$ cat config.mk
export PLATFORM = sky130hd
export DESIGN_NAME = sigma_delta_adc_post
export DESIGN_NICKNAME = d
export VERILOG_FILES = /design/src/rtl/sigma_delta_adc_post.sv
export SDC_FILE = /design/constraint.sdc
export NUM_CORES = 1
export LEC_CHECK = 0
export BUFFER_PORTS_ARGS = -buffer_cell sky130_fd_sc_hd__buf_2
export CORE_UTILIZATION = 45
export DETAILED_ROUTE_END_ITERATION = 10
export PLACE_DENSITY = 0.66
export RECOVER_POWER = 25
export SETUP_SLACK_MARGIN = 0.4
export SYNTH_ARGS = -nofsm -noshare
export SYNTH_HDL_FRONTEND = slang
export SYNTH_SLANG_ARGS = --single-unit
$ cat constraint.sdc
create_clock -name clk -period 4.4 [get_ports clk]
set_input_delay 0.22 -clock clk [delete_from_list [all_inputs] [get_ports clk]]
set_output_delay 0.22 -clock clk [all_outputs]
set_load 0.02 [all_outputs]
$ cat src/rtl/sigma_delta_adc_post.sv
`default_nettype none
// ============================================================================
//  Module   : sigma_delta_adc_post
//  Purpose  : Post-processing for the CIC decimator output. Converts the
//             offset-binary word to signed, removes DC with a leaky
//             integrator, rounds/saturates to OUT_W bits and queues the
//             samples in a first-word-fall-through FIFO (valid/ready).
//  Revision : 1.0  initial release
// ============================================================================
module sigma_delta_adc_post #(
   parameter int IN_W       = 18,
   parameter int OUT_W      = 16,
   parameter int DC_SHIFT   = 10,
   parameter int FIFO_DEPTH = 8
) (
   input  logic                          clk,
   input  logic                          rst,
   input  logic [IN_W-1:0]               in_data,
   input  logic                          in_valid,
   input  logic                          dc_bypass,
   input  logic                          clr_status,
   output logic [OUT_W-1:0]              out_data,
   output logic                          out_valid,
   input  logic                          out_ready,
   output logic [$clog2(FIFO_DEPTH):0]   fifo_level,
   output logic                          overflow,
   output logic                          sat_flag,
   output logic [7:0]                    drop_cnt
);

   localparam int c_sh    = IN_W - OUT_W;
   localparam int c_acc_w = IN_W + DC_SHIFT;
   localparam int c_y_w   = IN_W + 1;
   localparam int c_aw    = $clog2(FIFO_DEPTH);

   // Clamp limits in the widened rounding domain and in the output domain
   localparam logic signed [c_y_w:0] c_max_w = (c_y_w+1)'((1 << (OUT_W-1)) - 1);
   localparam logic signed [c_y_w:0] c_min_w = (c_y_w+1)'(-(1 << (OUT_W-1)));
   localparam logic [OUT_W-1:0]      c_max_o = {1'b0, {(OUT_W-1){1'b1}}};
   localparam logic [OUT_W-1:0]      c_min_o = {1'b1, {(OUT_W-1){1'b0}}};
   localparam logic [c_aw:0]         c_depth = (c_aw+1)'(FIFO_DEPTH);

   // Pipeline registers
   logic                      v1_q, v1_d;
   logic signed [IN_W-1:0]    x_q, x_d;
   logic                      v2_q, v2_d;
   logic signed [c_y_w-1:0]   y_q, y_d;
   logic signed [c_acc_w-1:0] acc_q, acc_d;
   logic                      v3_q, v3_d;
   logic [OUT_W-1:0]          r_q, r_d;

   // FIFO and status registers
   logic [OUT_W-1:0]          mem_q [FIFO_DEPTH];
   logic [c_aw:0]             wr_ptr_q, wr_ptr_d;
   logic [c_aw:0]             rd_ptr_q, rd_ptr_d;
   logic                      overflow_q, overflow_d;
   logic                      sat_q, sat_d;
   logic [7:0]                drop_cnt_q, drop_cnt_d;

   // Combinational helpers
   logic signed [IN_W-1:0]    dc_w;
   logic signed [c_y_w:0]     r_full_w;
   logic                      sat_evt_w;
   logic [c_aw:0]             level_w;
   logic                      full_w;
   logic                      pop_w;
   logic                      push_ok_w;
   logic                      drop_w;

   // DC estimate is the accumulator scaled down by 2^DC_SHIFT (floor)
   assign dc_w = IN_W'(acc_q >>> DC_SHIFT);

   // Round half up by adding half an output LSB before the arithmetic shift
   if (c_sh > 0) begin : g_round_shift
      localparam int c_half = 1 << (c_sh - 1);
      logic signed [c_y_w:0] sum_w;
      assign sum_w    = (c_y_w+1)'(y_q) + (c_y_w+1)'(c_half);
      assign r_full_w = sum_w >>> c_sh;
   end else begin : g_round_none
      assign r_full_w = (c_y_w+1)'(y_q);
   end

   assign sat_evt_w  = v2_q && ((r_full_w > c_max_w) || (r_full_w < c_min_w));

   assign level_w    = wr_ptr_q - rd_ptr_q;
   assign full_w     = (level_w == c_depth);
   assign out_valid  = (level_w != '0);
   assign pop_w      = out_valid && out_ready;
   // A full FIFO still takes a sample when the head leaves in the same cycle
   assign push_ok_w  = v3_q && (!full_w || pop_w);
   assign drop_w     = v3_q && !push_ok_w;

   assign out_data   = out_valid ? mem_q[rd_ptr_q[c_aw-1:0]] : '0;
   assign fifo_level = level_w;
   assign overflow   = overflow_q;
   assign sat_flag   = sat_q;
   assign drop_cnt   = drop_cnt_q;

   // Next-state for the three pipeline stages and the DC tracker
   always_comb begin
      v1_d  = in_valid;
      x_d   = x_q;
      if (in_valid) begin
         x_d = {~in_data[IN_W-1], in_data[IN_W-2:0]};
      end

      v2_d  = v1_q;
      acc_d = acc_q;
      if (dc_bypass) begin
         y_d = c_y_w'(x_q);
      end else begin
         y_d = c_y_w'(x_q) - c_y_w'(dc_w);
         if (v1_q) begin
            acc_d = acc_q + c_acc_w'(y_d);
         end
      end
      if (!v1_q) begin
         y_d = y_q;
      end

      v3_d = v2_q;
      r_d  = r_q;
      if (v2_q) begin
         if (r_full_w > c_max_w) begin
            r_d = c_max_o;
         end else if (r_full_w < c_min_w) begin
            r_d = c_min_o;
         end else begin
            r_d = OUT_W'(r_full_w);
         end
      end
   end

   // Next-state for FIFO pointers and sticky status; a set event beats a clear
   always_comb begin
      wr_ptr_d = wr_ptr_q;
      rd_ptr_d = rd_ptr_q;
      if (push_ok_w) begin
         wr_ptr_d = wr_ptr_q + (c_aw+1)'(1);
      end
      if (pop_w) begin
         rd_ptr_d = rd_ptr_q + (c_aw+1)'(1);
      end

      overflow_d = clr_status ? 1'b0 : overflow_q;
      sat_d      = clr_status ? 1'b0 : sat_q;
      drop_cnt_d = clr_status ? 8'd0 : drop_cnt_q;
      if (drop_w) begin
         overflow_d = 1'b1;
         if (drop_cnt_d != 8'hFF) begin
            drop_cnt_d = drop_cnt_d + 8'd1;
         end
      end
      if (sat_evt_w) begin
         sat_d = 1'b1;
      end
   end

   // State registers with synchronous active-low reset
   always_ff @(posedge clk) begin
      if (!rst) begin
         v1_q       <= 1'b0;
         x_q        <= '0;
         v2_q       <= 1'b0;
         y_q        <= '0;
         acc_q      <= '0;
         v3_q       <= 1'b0;
         r_q        <= '0;
         wr_ptr_q   <= '0;
         rd_ptr_q   <= '0;
         overflow_q <= 1'b0;
         sat_q      <= 1'b0;
         drop_cnt_q <= 8'd0;
      end else begin
         v1_q       <= v1_d;
         x_q        <= x_d;
         v2_q       <= v2_d;
         y_q        <= y_d;
         acc_q      <= acc_d;
         v3_q       <= v3_d;
         r_q        <= r_d;
         wr_ptr_q   <= wr_ptr_d;
         rd_ptr_q   <= rd_ptr_d;
         overflow_q <= overflow_d;
         sat_q      <= sat_d;
         drop_cnt_q <= drop_cnt_d;
      end
   end

   // FIFO storage; contents need no reset because the pointers gate visibility
   always_ff @(posedge clk) begin
      if (push_ok_w) begin
         mem_q[wr_ptr_q[c_aw-1:0]] <= r_q;
      end
   end

endmodule
`default_nettype wire

==> metrics <==
CP startpoint kind=register; final setup vio count=0; first-pass GRT wire length=42500 um; fin crit period=4.26 ns; total congestion overflow=0; CP max FO=5; Yosys cell types=78; drt total wl=27300 um; Starting Density=46.1%; CTS tree=done; # rows=58; Area Overhead vs Synth=21.3%; endpoint type of the worst setup path=register; Die W=163 um; Worst VDD drop=about 0.00028 V; synthesized cell area=roughly 12000 um2; Sequential Area=5940 um2; vias in the first global route=8316; area of the multi-input gates=5770 um2; initial DRC count=511; Port Buf Inserts=54; Final period util=96.8%; Mapped Cells=between 1000 and 1500; IO Pins=55; max-cap violation count=0; final core occ=55.9%; HP Class=in2reg; WS Path Type=reg2reg; GP Congestion=0.984; H-tree Lvls=1; maximum root-to-sink buffer count=3; Power Density=489 nW/um2; outcome=finished clean; setup tns final=0 ns; largest net degree at the start of global routing=between 40 and 50; Sink Count=232; drt wl/cell=17.7 um; fin nets=approximately 1300; adder-cell share of the synthesized area=between 6 and 7%; clock-pin slew on the worst setup and hold paths=~0.06 ns; Placement Setup Slack=0.00622 ns; Layout Skew=0.0145 ns; Max-slew headroom=25.6%; Die Y=163 um; synth warn=0; post-route worst setup slack=~0.14 ns; fill count=about 2200; drt pass-1 iters=5; post-synth net total=around 1100; Async S/R FF share, synth=0%; Vias=8525; Top FF cell, synth=edfxtp_1; compound-gate portion of the synthesized area=between 10% and 20%; unrepaired setup endpoints after global routing=true; Die Footprint=26600 um2; Syn Area/Cell=11.0 um2; post-synthesis mux area share=under 10%; XOR/XNOR Fraction of Synth Area=3.90%; clk root buf=clkbuf_16; post-synthesis sequential area ratio=50.8%; post-route ant nets=0; area of the core=25300 um2; DRC viols=0; main combinational cell family by area after synthesis=simple AND/OR/NAND/NOR gates; Critical Path AT=about 4.7 ns; Via density=5.54; Detail Placement HPWL=18000 um; Worst EP required=4.81 ns; Slew Limit Fails=0; Pleak=~5.4 nW; EDFF count, synth=128; Num CTS Buffers=25; count of state elements after synthesis=232; share of layout cells above drive strength 1=23.3%; fmax=between 0.2 and 0.25 GHz; initial antenna violation count=1; Global Route Usage Sum=20.3%; worst-skew pair later-pin latency=0.54 ns; antenna cells=0; count of final hold-check violations=0; simple-gate share of the synthesized area=13.2%; Slew @ Worst Pin=1.12 ns
[Yosys cell counts (all sizes together), types with 6 or more instances]
cell	number	area, um2
mux2i	40	400
inv	46	173
nand2b	11	68.8
o21a	9	67.6
and3	8	50.1
nand4	9	56.3
mux4	32	721
a21oi	77	400
nor2	91	344
buf	12	56.3
edfxtp	128	3840
a211oi	18	148
xor2	16	140
ha	54	676
o211ai	8	65.1
o21ai	62	325
a21o	11	82.6
nor2b	11	68.8
xnor2	36	315
or3	11	76.3
a31oi	14	87.6
nand2	91	342
and4	6	52.6
nand3	38	195
clkbuf	33	124
dfxtp	104	2080
nor3	19	95.1
and2	8	50.1
[power by group]
| group | total (mW) | switching [mW] | internal, mW |
|---|---|---|---|
| Clock | 2.07 | 0.848 | 1.22 |
| Combinational | 2.36 | 1.26 | 1.10 |
| Sequential | 2.49 | 0.136 | 2.36 |
[cells in the final DEF, fill, tap and decap left out, types with 35 or more instances in the layout]
cell,n
nor2_1,90
ha_1,42
buf_2,54
nand3_1,35
buf_4,55
edfxtp_1,128
dfxtp_1,98
nand2_1,90
inv_1,42
a21oi_1,66
o21ai_0,53
mux2i_1,40
[area by class of cell]
type                       count  share of cell area, %
clock buffer                  34                   4.87
clock inverter                11                  0.857
inverter                      46                   1.22
multi-input combinational    741                   40.7
sequential                   232                   41.9
tap                          330                   2.92
timing repair buffer         144                   7.45
[sequential cells by signal (all words and copies together), names as in the netlist, named ones only]
register and flops:
v3_q 1, r_q 16, wr_ptr_q 4, y_q 18, v2_q 1, sat_flag 1, rd_ptr_q 4, v1_q 1
x_q 18, mem_q 128, acc_q 28, overflow 1, drop_cnt 8
[critical path: stages (launching register included)]
cell and delay (ns):
dfxtp_2 0.35, inv_2 0.06, ha_4 0.21, nor2b_4 0.12, o31a_1 0.31, o21a_1 0.21, o21a_1 0.21, o21a_1 0.20
or3_4 0.39, and2_4 0.17, ha_4 0.28, a21oi_2 0.06, o21ai_2 0.21, o211ai_1 0.15, o31a_1 0.28, o21ai_2 0.21
nand2_1 0.09, and3_1 0.14, or4_1 0.49
[cell families after synthesis]
| family | Yosys count |
|---|---|
| flops | 232 |
| fa+ha+maj | 57 |
| buf+inv | 91 |
| simple gates | 320 |
| compound gates | 239 |
| mux | 73 |
| xor+xnor | 52 |
[metrics by stage]
step           cell area (um2)  hold slack [ns]  total power [mW]  cells
5_1_grt                  14200            0.115              7.25   1538
3_3_place_gp             12500            0.416              4.51   1440
3_5_place_dp             12500            0.420              4.54   1440
4_1_cts                  13800           0.0957              6.78   1529
6_report                 14200            0.104              6.91   1538
2_1_floorplan            11700            0.319              4.00   1064
[worst paths after layout]
path,from,cells after the start,to,slack (ns)
setup reg to reg,acc_q[11],18,acc_q[26],0.14
hold / removal,out_ready,4,rd_ptr_q[2],0.10
hold reg to reg,acc_q[6],2,acc_q[6],0.46
setup / recovery,acc_q[11],18,acc_q[26],0.14
[what timing repair did]
item / CTS / global route
hold buffers: 18 / 0
gates resized for setup: 20 / 54
setup buffers: 26 / 9
endpoints found under the hold margin: 18 / 0
endpoints found under the setup margin: 9 / 17
pin swaps: 29 / 39
[layer usage]
metal  track usage, %  part of all wire (%)
met2             36.1                    50
met1             25.3                    43
met4             6.75                   2.9
met3             2.64                   3.8
met5                0                 0.037
No activity file was read; power rests on OpenSTA's default activity.
